[config.mk]
export PLATFORM = sky130hd
export DESIGN_NAME = alu_exec_unit
export DESIGN_NICKNAME = d
export VERILOG_FILES = /design/src/rtl/alu_exec_unit.sv
export SDC_FILE = /design/constraint.sdc
export NUM_CORES = 1
export LEC_CHECK = 0
export ABC_AREA = 1
export CAP_MARGIN = 20
export CORE_AREA = 5 5 262 264
export CTS_CLUSTER_SIZE = 10
export DETAILED_ROUTE_END_ITERATION = 10
export DIE_AREA = 0 0 267 269
export DONT_BUFFER_PORTS = 1
export GPL_ROUTABILITY_DRIVEN = 0
export GPL_TIMING_DRIVEN = 1
export PLACE_DENSITY = 0.57
export SYNTH_ARGS = -nofsm -noshare
export SYNTH_HDL_FRONTEND = slang
export SYNTH_SLANG_ARGS = --single-unit
[constraint.sdc]
create_clock -name clk -period 3.65 [get_ports clk]
set_clock_uncertainty 0.05 [all_clocks]
set_input_delay 1.095 -clock clk [delete_from_list [all_inputs] [get_ports clk]]
set_output_delay 1.095 -clock clk [all_outputs]
set_load 0.03 [all_outputs]
[src/rtl/alu_exec_unit.sv]
// Multi-cycle execute stage: 8x32 register file feeding an AND/OR/ADD/SUB ALU.
// Commands arrive over valid/ready and results leave over valid/ready with NZCV flags.
module alu_exec_unit #(
    parameter int NREGS = 8,
    parameter int AW    = 3,
    parameter int IMM_W = 16
) (
    input  logic             clk,
    input  logic             rst_n,
    input  logic             cmd_valid,
    output logic             cmd_ready,
    input  logic [1:0]       cmd_op,
    input  logic [AW-1:0]    cmd_rd,
    input  logic [AW-1:0]    cmd_rs1,
    input  logic [AW-1:0]    cmd_rs2,
    input  logic             cmd_use_imm,
    input  logic [IMM_W-1:0] cmd_imm,
    output logic             res_valid,
    input  logic             res_ready,
    output logic [31:0]      res_data,
    output logic [3:0]       res_flags,
    input  logic [AW-1:0]    dbg_addr,
    output logic [31:0]      dbg_data
);

    typedef enum logic [1:0] {IDLE, READ, EXEC, WB} state_t;

    state_t state_q, state_d;

    logic [31:0]      regs_q [NREGS];
    logic [1:0]       op_q;
    logic [AW-1:0]    rd_q, rs1_q, rs2_q;
    logic             useImm_q;
    logic [IMM_W-1:0] imm_q;
    logic [31:0]      opA_q, opB_q;
    logic [31:0]      resData_q;
    logic [3:0]       resFlags_q;

    logic [31:0] immExt;
    logic [31:0] rs1Val, rs2Val;
    logic [32:0] addSum, subSum;
    logic [31:0] aluResult;
    logic        aluCarry, aluOverflow;

    assign immExt = {{(32-IMM_W){imm_q[IMM_W-1]}}, imm_q};
    assign rs1Val = (rs1_q == '0) ? 32'd0 : regs_q[rs1_q];
    assign rs2Val = (rs2_q == '0) ? 32'd0 : regs_q[rs2_q];
    assign dbg_data = (dbg_addr == '0) ? 32'd0 : regs_q[dbg_addr];

    assign cmd_ready = (state_q == IDLE);
    assign res_valid = (state_q == WB);
    assign res_data  = resData_q;
    assign res_flags = resFlags_q;

    // Subtraction is A + ~B + 1, so C=1 means "no borrow".
    assign addSum = {1'b0, opA_q} + {1'b0, opB_q};
    assign subSum = {1'b0, opA_q} + {1'b0, ~opB_q} + 33'd1;

    always_comb begin
        aluResult   = opA_q & opB_q;
        aluCarry    = 1'b0;
        aluOverflow = 1'b0;
        case (op_q)
            2'b00: aluResult = opA_q & opB_q;
            2'b01: aluResult = opA_q | opB_q;
            2'b10: begin
                aluResult   = addSum[31:0];
                aluCarry    = addSum[32];
                aluOverflow = (opA_q[31] == opB_q[31]) && (aluResult[31] != opA_q[31]);
            end
            default: begin
                aluResult   = subSum[31:0];
                aluCarry    = subSum[32];
                aluOverflow = (opA_q[31] != opB_q[31]) && (aluResult[31] != opA_q[31]);
            end
        endcase
    end

    always_comb begin
        state_d = state_q;
        case (state_q)
            IDLE:    if (cmd_valid) state_d = READ;
            READ:    state_d = EXEC;
            EXEC:    state_d = WB;
            WB:      if (res_ready) state_d = IDLE;
            default: state_d = IDLE;
        endcase
    end

    always_ff @(posedge clk or negedge rst_n) begin
        if (!rst_n) begin
            state_q    <= IDLE;
            op_q       <= '0;
            rd_q       <= '0;
            rs1_q      <= '0;
            rs2_q      <= '0;
            useImm_q   <= 1'b0;
            imm_q      <= '0;
            opA_q      <= '0;
            opB_q      <= '0;
            resData_q  <= '0;
            resFlags_q <= '0;
        end else begin
            state_q <= state_d;
            if (state_q == IDLE && cmd_valid) begin
                op_q     <= cmd_op;
                rd_q     <= cmd_rd;
                rs1_q    <= cmd_rs1;
                rs2_q    <= cmd_rs2;
                useImm_q <= cmd_use_imm;
                imm_q    <= cmd_imm;
            end
            if (state_q == READ) begin
                opA_q <= rs1Val;
                opB_q <= useImm_q ? immExt : rs2Val;
            end
            if (state_q == EXEC) begin
                resData_q  <= aluResult;
                resFlags_q <= {aluResult[31], (aluResult == 32'd0), aluCarry, aluOverflow};
            end
        end
    end

    // The write lands on the edge that enters WB, so it is visible throughout WB.
    always_ff @(posedge clk or negedge rst_n) begin
        if (!rst_n) begin
            for (int i = 0; i < NREGS; i++) regs_q[i] <= '0;
        end else if (state_q == EXEC && rd_q != '0) begin
            regs_q[rd_q] <= aluResult;
        end
    end

endmodule

# After elaboration in Yosys (flattened, before gate mapping)
# Cells that the tools add are included.
[totals]
ff_bits = 386
latch_bits = 0
mem_bits_rw = 0
mem_bits_ro = 0
out_inout_bits = 70
word_cells = 81
memories = 0
[op_classes]
add_sub_neg = 3
multipliers = 0
div = 0
order_cmp = 5
n_eq_ne = 11
n_shift = 0
n_mux = 22
bitwise_logic = 7
n_reduce_logical = 14
[op_table]
columns = ["cell", "count"]
rows = [
  ["two-way mux 32 bit", 11],
  ["binary-select mux 32 bit (select 3 bit)", 3],
  ["bitwise mux 256 bit", 1],
  ["demux 32 bit (select 3 bit)", 1],
  ["one-hot mux 32 bit (3 select lines)", 1],
  ["adder 32 x 32 -> 33 bit", 2],
  ["adder 33 x 1 -> 33 bit (second input constant)", 1],
  ["bitwise AND 32 bit", 1],
  ["logical NOT 32 bit", 1],
  ["NOT 32 bit", 1],
  ["bitwise OR 32 bit", 1],
  ["greater-or-equal comparator 4 bit (second input constant)", 4],
  ["NOT 3 -> 4 bit", 4],
  ["logical NOT 3 bit", 3],
  ["one-hot mux 2 bit (4 select lines)", 1],
  ["== test 2 bit (second input constant)", 3],
  ["logical AND 1 bit", 5],
  ["== test 2 x 1 -> 1 bit (second input constant)", 2],
  ["logical NOT 2 bit", 2],
  ["less-than comparator 4 x 1 -> 1 bit (second input constant)", 1],
  ["two-way mux 2 bit", 2],
  ["one-hot mux 1 bit (2 select lines)", 2],
  ["!= test 1 bit", 3],
  ["nonzero test 3 bit", 1],
  ["5 further kinds", 5],
]

# Logic depth before layout (Yosys ltp)
[logic_depth]
ltp_word = 6
depth_mapped = 21
depth_no_buf = 20

# Worst setup path before layout
# Ideal clock, no wire load.
[synth_timing]
kind = "in2out"
start = "input port dbg_addr[0]"
end = "output port dbg_data[8]"
t_arrival_ns = 2.702
t_required_ns = 2.505
slack_ns = -0.197
path_stages = 7
cell_sequence = "clkbuf_1 -> clkbuf_1 -> clkbuf_1 -> nor2_1 -> nor2_1 -> o21ai_0 -> a31oi_1"
[synth_between]
elab_chain_cells = 5
word_cells_on_any_way = 6
cone_classes = "mux: 4; bitwise: 1; reduce/logical: 1"
[synth_lines]
columns = ["element", "line_no", "text"]
rows = [
  ["start: declaration", "22", "input logic [AW-1:0] dbg_addr,"],
  ["NOT 3 -> 4 bit (implied by the code)", "48", "assign dbg_data = (dbg_addr == '0) ? 32'd0 : regs_q[dbg_addr];"],
  ["binary-select mux 32 bit (select 3 bit)", "48", ""],
  ["two-way mux 32 bit (implied by the code) (2 in a row)", "48", ""],
  ["two-way mux 32 bit (*)", "48", ""],
  ["end: declaration", "23", "output logic [31:0] dbg_data"],
]
# Every way passes the cells marked *; elsewhere a longest branch is shown, timed or not. The select of a mux whose other input is x is not followed.

# Final worst setup path
[layout_timing]
start = "input port dbg_addr[1]"
end = "output port dbg_data[8]"
# Same word-level chain as after synthesis.

==> flow_summary_export.csv <==
group,metric,value,unit
global_route,grt_start_max_net_pins,386,
die,die_area,71800,sq um
sta,setup_tns,0,ps
setup_path,path_common_cell,"buf_4",
sta,setup_viol,0,
setup_path,startpoint_type,"input port",
logic_synthesis,synth_cell_types,55,
finish,layout_common_cells,"838 x nand2_1, 610 x o21ai_0, 450 x inv_1",
setup_path,crit_type,"input port to primary output",
finish,final_nets,3772,
die,die_width,267,um
min_path,hold_class,"input port to asynchronous set/reset pin",
logic_synthesis,synth_area,26100,sq um
setup_path,crit_chain,"inv_2, buf_12, nand3_1, buf_4, nand2_1, a31oi_2, buf_4",
placement,place.port_buffers,0,
die,die-height,269,um
power_and_ir_drop,peakVddDrop,476,uV
status,status,"completed",
power_and_ir_drop,p_per_area,1100,nW/um^2
clock_network,path_clk_slew,50,ps
clock_network,clockRootBuffer,"clkbuf_16",
finish,fillerInstances,6862,
sta,rsz0062_at_grt,"no",
die,coreArea,66300,sq um
setup_path,required,2500,ps
setup_path,cp_slowest_stage_delay,310,ps
finish,syn_to_final_growth,9.87,%
global_route,antenna_found_initial,4,
setup_path,path_max_fanout,72,
finish,fin_area,28600,sq um
placement,detailed_place_hpwl,70400,um
clock_network,cts_tree,"yes",
detailed_routing,wirelength,101000,um
clock_network,clockBufferDepth,3,
finish,mostFrequentLayoutCell,"nand2_1",
sta,hold_violations,0,
setup_path,worstPathArrival,2250,ps
logic_synthesis,synth_edf_count,0,
sta,worstMarginPinSlew,1320,ps
power_and_ir_drop,p_leak,13.3,nW
global_route,grt_use_total,27.5,%
clock_network,hold_buffers,0,
logic_synthesis,synthFlopType,"dfrtp_1",
logic_synthesis,ys_warn_count,0,
logic_synthesis,syn_inst,3759,
detailed_routing,route.detailed.drc,0,
clock_network,cts_htree_levels,2,
clock_network,cts_buffers,47,
logic_synthesis,synth_area_leaders,"dfrtp_1 37%, nand2_1 12%, o21ai_0 12%, a21oi_1 6.8%, inv_1 6.5%",
detailed_routing,wl_per_cell,22.4,um
detailed_routing,routed-via-count,25500,
logic_synthesis,postSynth.asyncResetShare,100,%
detailed_routing,antenna_left,0,
global_route,grt_pass1_vias,23700,
setup_path,startpoint,"dbg_addr[1]",
sta,maxSlewViolCount,0,
setup_path,worst_path_max_delay_cell,"buf_4",
placement,place_area,27200,sq um
detailed_routing,firstDrtPassIters,6,
setup_path,cp-end-kind,"primary output",
clock_network,post_cts_buffers,0,
logic_synthesis,synth_area_leader_cell,"dfrtp_1",
clock_network,cts_sinks,385,
logic_synthesis,netlist.area_leader.share,37.0,%
flow_run,drv_cap,0,
sta,fin_crit,3400,ps
die,initial_core_util,39.3,%
global_route,gr-total-overflow,0,
setup_path,timing.rr.start,"opB_q[0]$_DFFE_PN0N_",
detailed_routing,avgViaCountPerCell,5.64,
logic_synthesis,avgSynthCellArea,6.93,sq um
detailed_routing,initialDrtViolationCount,3025,
sta,maxSlewHeadroom,11.9,%
logic_synthesis,synth_seq_cells,385,
sta,fin_crit_sh,93.0,%
global_route,grt_pass1_wl,153000,um
logic_synthesis,syn_nets,3897,
die,fp-row-count,95,
finish,drive_gt1_share,7.83,%
logic_synthesis,ys_seq_area_share,37.0,%
clock_network,clk_latency,610,ps
clock_network,cts_resized,0,
die,io_pins,105,
sta,fmax,295,MHz
## cells by family (layout without fill, tap and decap cells)
kind of cell	count (synthesis)	after routing	synth area share (%)
fa+ha+maj	103	103	5.00
buf+inv	739	631	11.3
other cells	0	3	0
mux	18	18	0.778
simple gates	1378	1378	22.7
xor+xnor	1	1	0.0336
compound gates	1135	1135	23.3
flops	385	385	37.0
## Yosys cell counts, types with 2 or more instances
cell type	number
nand2_1	839
o21bai_1	7
buf_1	25
o2111ai_1	15
dfrtp_1	385
o21ai_2	2
nand4_1	24
buf_4	10
nor4_1	6
mux2_2	18
o21ai_0	610
o21a_1	2
a211oi_1	9
a31oi_1	34
clkinv_1	6
a22oi_1	23
fa_1	2
inv_2	15
nor3_1	11
o21ai_1	6
nand3_2	14
nor2_2	17
clkbuf_1	198
nor2_1	182
a21oi_2	3
ha_1	101
o211ai_1	42
nand3_1	253
a21oi_1	356
nand3b_4	3
nand3b_2	2
buf_2	15
clkbuf_4	2
buf_6	12
nand3_4	3
a21boi_1	2
inv_1	454
nor2_4	3
o22ai_1	18
nor3_2	3
nand2_2	12
a221oi_1	2
## worst paths after layout
check | endpoint | slack, ps | cells after the start
setup / recovery | dbg_data[8] | 250 | 7
hold / removal | res_data[1]$_DFFE_PN0P_ | 150 | 0
setup reg to reg | res_flags[2]$_DFFE_PN0P_ | 490 | 18
hold reg to reg | regs_q[243]$_DFFE_PN0P_ | 320 | 0
max in group asynchronous | rs2_q[0]$_DFFE_PN0P_ | 2180 | 0
min in group clk | regs_q[243]$_DFFE_PN0P_ | 320 | 0
## routing by layer
metal  share of wire [%]  GRT usage, %  routed length [um]
met1                  44          39.9               44200
met3                  11          6.56               10900
met2                  42          40.8               42800
met5               0.028             0                  28
met4                 3.3          8.65                3340
## critical path: cells and delay by family
family	cells	cell delay [ps]
AO/OA/AOI/OAI	1	170
buffers and inverters	4	710
AND/OR/NAND/NOR	2	220
## where the power goes
group	internal, mW	switching, mW	leakage [nW]	total [mW]
clock network	2.53	1.89	0.670	4.43
registers	6.03	1.79	4.89	7.82
logic	5.52	13.6	7.78	19.2
total	14.1	17.3	13.3	31.4
## state kept, by name, summed over array words and instances (netlist names)
signal     count
imm_q         16
opA_q         32
opB_q         32
op_q           2
rd_q           3
regs_q       256
res_data      32
res_flags      3
rs1_q          3
rs2_q          3
state_q        2
useImm_q       1
## metrics by stage
stage / hold slack, ps / total power, mW / std cells / setup slack (ps) / util, %
after floorplan: 374 / 19.8 / 3759 / -43.6 / -
after global placement: 310 / 26.4 / 4458 / 286 / 41.1
after detailed placement: 310 / 26.5 / 4458 / 298 / 41.1
after CTS: 117 / 31.0 / 4524 / 298 / 43.1
after global routing: 121 / 33.6 / 4524 / 140 / 43.1
final: 151 / 31.4 / 4527 / 255 / 43.2
## cell type report
type	instances	area, sq um	area share, %
Sequential cell	385	9640	33.7
Clock buffer	58	1250	4.36
Multi-Input combinational cell	2635	13900	48.7
Timing Repair Buffer	90	776	2.71
Tap cell	873	1090	3.82
Inverter	475	1790	6.24
Antenna cell	3	7.51	0.0262
Clock inverter	8	134	0.468
Note: power is estimated with default switching activity, not from simulation.
